--- src/rtl/matrix_calc_engine.sv ---
// rtl/matrix_calc_engine.sv - DIM x DIM matrix load / compute / show engine
module matrix_calc_engine #(
  parameter int DIM  = 2,
  parameter int DW   = 4,
  parameter int RW   = 10,
  parameter int IDXW = 4
) (
  input  logic            clock,
  input  logic            reset,
  input  logic [DW-1:0]   data_in,
  input  logic            enter,
  input  logic            sw,
  input  logic [1:0]      operation,
  output logic [RW-1:0]   data_out,
  output logic            finish,
  output logic            error,
  output logic [IDXW-1:0] index,
  output logic            busy
);

  // Row/column counters only need to reach DIM-1 (DIM is 2..4).
  localparam int CDW = (DIM > 2) ? 2 : 1;
  // Accumulator holds a full dot product; it is also wide enough to see RW overflow.
  localparam int AW  = 2 * DW + 2;
  localparam int CW  = (AW > RW + 1) ? AW : RW + 1;
  localparam logic [CDW-1:0] LAST = CDW'(DIM - 1);
  localparam logic [CW-1:0]  RMAX = {{(CW - RW){1'b0}}, {RW{1'b1}}};

  typedef enum logic [1:0] {LOAD_A = 2'd0, LOAD_B = 2'd1, COMPUTE = 2'd2, SHOW = 2'd3} state_t;

  state_t state, state_nxt;

  logic [DW-1:0] a_mem [DIM][DIM];
  logic [DW-1:0] b_mem [DIM][DIM];
  logic [RW-1:0] r_mem [DIM][DIM];

  logic           enter_q, sw_q;
  logic           enter_rise, sw_rise;
  logic [1:0]     op_q;
  logic [CDW-1:0] ri, cj, kk;
  logic [CDW-1:0] ri_step, cj_step;
  logic [IDXW-1:0] idx_step;
  logic           last_elem, elem_done;
  logic [CW-1:0]  acc, acc_nxt, prod, wide;
  logic [RW-1:0]  res;
  logic           sat;

  assign enter_rise = enter & ~enter_q;
  assign sw_rise    = sw & ~sw_q;
  assign last_elem  = (ri == LAST) && (cj == LAST);
  assign elem_done  = (op_q != 2'b10) || (kk == LAST);
  assign data_out   = finish ? r_mem[ri][cj] : '0;

  // Row-major advance of the element pointer, wrapping after the last element.
  always_comb begin
    cj_step  = (cj == LAST) ? '0 : cj + CDW'(1);
    ri_step  = (cj != LAST) ? ri : ((ri == LAST) ? '0 : ri + CDW'(1));
    idx_step = last_elem ? '0 : index + IDXW'(1);
  end

  // Result element for the current pointer; multiply uses one MAC step per cycle.
  always_comb begin
    prod    = CW'(a_mem[ri][kk]) * CW'(b_mem[kk][cj]);
    acc_nxt = ((kk == '0) ? '0 : acc) + prod;
    wide    = '0;
    res     = '0;
    sat     = 1'b0;
    case (op_q)
      2'b00:   wide = CW'(a_mem[ri][cj]) + CW'(b_mem[ri][cj]);
      2'b10:   wide = acc_nxt;
      default: wide = '0;
    endcase
    case (op_q)
      2'b01: res = {{(RW - DW){1'b0}}, a_mem[ri][cj]} - {{(RW - DW){1'b0}}, b_mem[ri][cj]};
      2'b11: res = {{(RW - DW){1'b0}}, a_mem[cj][ri]};
      default: begin
        sat = (wide > RMAX);
        res = sat ? RMAX[RW-1:0] : wide[RW-1:0];
      end
    endcase
  end

  // State register.
  always_ff @(posedge clock or posedge reset) begin
    if (reset) state <= LOAD_A;
    else       state <= state_nxt;
  end

  // Next-state decode and status outputs.
  always_comb begin
    state_nxt = state;
    busy      = 1'b0;
    finish    = 1'b0;
    case (state)
      LOAD_A:  if (enter_rise && last_elem) state_nxt = (op_q == 2'b11) ? COMPUTE : LOAD_B;
      LOAD_B:  if (enter_rise && last_elem) state_nxt = COMPUTE;
      COMPUTE: begin
        busy = 1'b1;
        if (elem_done && last_elem) state_nxt = SHOW;
      end
      SHOW: begin
        finish = 1'b1;
        if (enter_rise) state_nxt = LOAD_A;
      end
    endcase
  end

  // Matrix storage, pointers, MAC accumulator and sticky error.
  always_ff @(posedge clock or posedge reset) begin
    if (reset) begin
      enter_q <= 1'b0;
      sw_q    <= 1'b0;
      op_q    <= 2'b00;
      ri      <= '0;
      cj      <= '0;
      kk      <= '0;
      index   <= '0;
      acc     <= '0;
      error   <= 1'b0;
      for (int i = 0; i < DIM; i++) begin
        for (int j = 0; j < DIM; j++) begin
          a_mem[i][j] <= '0;
          b_mem[i][j] <= '0;
          r_mem[i][j] <= '0;
        end
      end
    end else begin
      enter_q <= enter;
      sw_q    <= sw;
      case (state)
        LOAD_A: if (enter_rise) begin
          a_mem[ri][cj] <= data_in;
          if (index == '0) op_q <= operation;
          ri    <= ri_step;
          cj    <= cj_step;
          index <= idx_step;
        end
        LOAD_B: if (enter_rise) begin
          b_mem[ri][cj] <= data_in;
          ri    <= ri_step;
          cj    <= cj_step;
          index <= idx_step;
        end
        COMPUTE: begin
          if (!elem_done) begin
            acc <= acc_nxt;
            kk  <= kk + CDW'(1);
          end else begin
            kk            <= '0;
            r_mem[ri][cj] <= res;
            if (sat) error <= 1'b1;
            ri    <= ri_step;
            cj    <= cj_step;
            index <= idx_step;
          end
        end
        SHOW: begin
          if (enter_rise) begin
            ri    <= '0;
            cj    <= '0;
            index <= '0;
            error <= 1'b0;
          end else if (sw_rise) begin
            ri    <= ri_step;
            cj    <= cj_step;
            index <= idx_step;
          end
        end
      endcase
    end
  end

endmodule

--- config.mk ---
export PLATFORM = sky130hd
export DESIGN_NAME = matrix_calc_engine
export DESIGN_NICKNAME = d
export VERILOG_FILES = /design/src/rtl/matrix_calc_engine.sv
export SDC_FILE = /design/constraint.sdc
export NUM_CORES = 1
export LEC_CHECK = 0
export BUFFER_PORTS_ARGS = -buffer_cell sky130_fd_sc_hd__buf_2
export CAP_MARGIN = 20
export CORE_AREA = 2 2 118 120
export DETAILED_ROUTE_END_ITERATION = 12
export DIE_AREA = 0 0 120 122
export SETUP_SLACK_MARGIN = 0.2
export SKIP_LAST_GASP = 1
export SLEW_MARGIN = 10
export SYNTH_ARGS = -nofsm -noshare
export SYNTH_HDL_FRONTEND = slang
export SYNTH_SLANG_ARGS = --single-unit
--- constraint.sdc ---
create_clock -name clock -period 14.1 [get_ports clock]
set_input_delay 1.41 -clock clock [delete_from_list [all_inputs] [get_ports clock]]
set_output_delay 1.41 -clock clock [all_outputs]
set_load 0.01 [all_outputs]
==> flow_summary_export.csv <==
group,metric,value,unit
global_routing,track_usage,19.2,%
power,power_density,249,mW/mm²
cts,cts_tree,"yes",
sta,setup-tns-final,0,ps
setup_path,crit_path_start,"kk",
logic_synthesis,synth_edf_count,0,
cts,cts_setup_buffers,0,
sta,max_freq,191,MHz
floorplan,coreArea,0.0135,mm²
cts,ctsResizeCount,0,
power,p_leak,3.05,nW
global_routing,gr-max-usage-layer,"met2",
placement,port_buffers,26,
setup_path,cpMaxStageDelayCell,"dfrtp_1",
global_routing,grt_pass1_vias,4214,
power,vdd_drop_max,0.126,mV
setup_path,worstSetupPathType,"reg -> reg",
floorplan,die-area,0.0146,mm²
global_routing,grt_util_met2,32.8,%
setup_path,rrSetupSlack,8870,ps
logic_synthesis,ys_warn_count,0,
sta,hold-worst-slack,483,ps
setup_path,worstPathMaxFanout,27,
logic_synthesis,synth.distinct_cells,57,
setup_path,cp_common_cell,"fa_1",
run,cap_violations,0,
power,power_frac_seq,29.7,%
logic_synthesis,seq_area_frac_synth,40.1,%
logic_synthesis,async_flop_share,100,%
floorplan,chipWidth,120,µm
sta,skew,5.67,ps
setup_path,worstReg2RegEnd,"r_mem[19]",
setup_path,crit_required,14310,ps
routing,post_drt_wl_per_cell,17.3,µm
setup_path,crit_path_cell_trace,"mux4_2 > nand2_1 > fa_1 > fa_1 > fa_1 > inv_1 > ha_1 > nor2b_1 > o2111ai_1 > nand2_1 > a41o_2 > o31ai_1 > a21oi_1",
logic_synthesis,synth_area_leaders,"dfrtp_1, mux2_2, mux4_2, ha_1, nand2_1",
setup_path,start_kind,"flop",
sta,final_hold_viol_count,0,
logic_synthesis,syn_inst,578,
setup_path,rr_startpoint,"kk",
power,share_comb_of_total_power,54.2,%
finish,final_cell_area,0.00664,mm²
routing,drt_iter0_markers,228,
cts,root_buffer,"clkbuf_16",
placement,dp_hpwl,10000,µm
cts,clkLatencyLatePin,350,ps
placement,dp_worst_setup_slack,8920,ps
routing,wl,13500,µm
logic_synthesis,synth.top_cells.by_count,"dfrtp_1, nand2_1, mux2_2",
floorplan,rows,43,
finish,utilization,49.2,%
cts,hold_buffers,0,
setup_path,critPathArrivalTime,5440,ps
global_routing,grt.met1_usage,24.0,%
setup_path,slowest_delay,950,ps
power,intPower,0.000961,W
worst_hold_path,hp-class,"reg -> reg",
routing,remaining_drc_errors,0,
logic_synthesis,syn-cell-area,0.00605,mm²
logic_synthesis,synth-seq-cells,97,
sta,finalWorstSetupSlack,8870,ps
logic_synthesis,yosysTopAreaCell,"dfrtp_1",
logic_synthesis,synth.top_cell.area_share,40.1,%
sta,finalCritPeriodShare,37.1,%
cts,cts-htree-levels,3,
sta,min_period,5230,ps
global_routing,grt_max_degree,50,
routing,avgViaCountPerCell,5.58,
setup_path,crit_path_end_kind,"flop",
routing,vias,4343,
status,status,"finished clean",
finish,area_growth,9.76,%
cts,cts_buffers,9,
finish,final_nets,650,
global_routing,antenna_found_initial,0,
cts,clock_sinks,97,
global_routing,overflow,0,
cts,clockBufferDepth,2,
finish,layout-drive-gt1-share,20.1,%
logic_synthesis,yosys_most_used_dff,"dfrtp_1",
logic_synthesis,yosys.cell_count.top_type,"dfrtp_1",
routing,postRouteAntennaNets,0,
setup_path,critPathCapture,"r_mem[19]",
sta,setup_viol_count_final,0,
power,clockPowerShare,16.2,%
sta,tightest_slew,926,ps
sta,rsz0062_at_grt,"false",
floorplan,io_pins,27,
power,netSwitchingFraction,42.0,%
cts,clk_pin_slew,70,ps
global_routing,grt_pass1_wl,21600,µm
floorplan,initial_core_util,44.8,%
global_routing,grtUsageMet3,5.24,%
logic_synthesis,syn_area_per_cell,10.5,µm²
placement,placedInstanceArea,0.00632,mm²
power,switchingPower,0.000697,W
sta,max-slew-margin-rel,38.2,%
sta,slew_viol_final,0,
logic_synthesis,synth_nets,635,
setup_path,rr_worst_depth,13,
routing,firstDrtPassIters,4,
floorplan,die_y,122,µm
finish,diodes,0,
placement,finalWeightedCongestion,0.822,
[critical path, delay by kind of cell (launching register included)]
kind	cells	cell delay, ps
and+or+nand+nor	3	440
muxes	1	640
adders and majority gates	4	1860
DFF	1	950
buffers and inverters	1	40
AOI/OAI and AO/OA	4	1140
[area by class of cell]
cell class / count / area [µm²]
Fill cell: 1208 / 6860
Multi-Input combinational cell: 416 / 3360
Sequential cell: 97 / 2430
Clock buffer: 12 / 246
Tap cell: 180 / 225
Timing Repair Buffer: 29 / 153
Inverter: 40 / 151
Clock inverter: 4 / 76.3
[per-layer routing]
| metal | up-vias | share of wire (%) |
|---|---|---|
| met2 | 79 | 50 |
| met4 | 0 | 1.8 |
| met3 | 16 | 3.3 |
| met1 | 2177 | 45 |
| met5 | - | 0 |
| li1 | 2071 | - |
[power groups by stage]
stage	Combinational, W	Sequential (W)	Clock (W)
after floorplan	0.000704	0.000455	0
after global placement	0.000873	0.000489	0
after detailed placement	0.000899	0.000496	0
after CTS	0.000904	0.000491	0.000275
after global routing	0.00100	0.000508	0.000287
final	0.000898	0.000492	0.000268
[flip-flops by register name, summed over array words and instances (netlist names)]
| name | count |
|---|---|
| error | 1 |
| enter_q | 1 |
| acc | 11 |
| r_mem | 40 |
| kk | 1 |
| ri | 1 |
| sw_q | 1 |
| cj | 1 |
| b_mem | 16 |
| a_mem | 16 |
| op_q | 2 |
| index | 4 |
| state | 2 |
[stage by stage]
step,std cells,total power (W)
2_1_floorplan,578,0.00116
3_3_place_gp,762,0.00136
3_5_place_dp,762,0.00140
4_1_cts,778,0.00167
5_1_grt,778,0.00180
6_report,778,0.00166
[worst min path at each step]
stage | start | endpoint | slack, ps | cells past startpoint
final | r_mem[22] | r_mem[22] | 480 | 2
after global routing | r_mem[20] | r_mem[20] | 510 | 2
after CTS | r_mem[22] | r_mem[22] | 480 | 2
after detailed placement | r_mem[22] | r_mem[22] | 470 | 2
after global placement | r_mem[2] | r_mem[2] | 460 | 2
after floorplan | acc[7] | acc[7] | 440 | 2
[cell usage in the layout (no fill, tap or decap), types with 8 or more instances in the layout]
| master | Yosys | final |
|---|---|---|
| a21oi_1 | 27 | 27 |
| nand2_1 | 60 | 60 |
| fa_1 | 11 | 11 |
| nor2b_1 | 8 | 8 |
| dfrtp_1 | 97 | 97 |
| clkbuf_16 | 0 | 9 |
| buf_2 | 2 | 26 |
| and2_1 | 34 | 34 |
| inv_1 | 40 | 39 |
| mux2_2 | 46 | 46 |
| mux4_2 | 23 | 23 |
| nand3_1 | 8 | 8 |
| o21ai_0 | 44 | 44 |
| nor2_1 | 38 | 38 |
| ha_1 | 36 | 36 |
[kinds of logic (layout without fill, tap and decap cells)]
group           count (synthesis)  in the layout  synth area share [%]
simple gates                  172            172                  13.7
compound gates                115            115                  11.6
flops                          97             97                  40.1
buf+inv                        65             85                  4.32
xor+xnor                        7              7                  1.01
fa+ha+maj                      47             47                  11.1
mux                            75             75                  18.2
No activity file was read; power rests on OpenSTA's default activity.
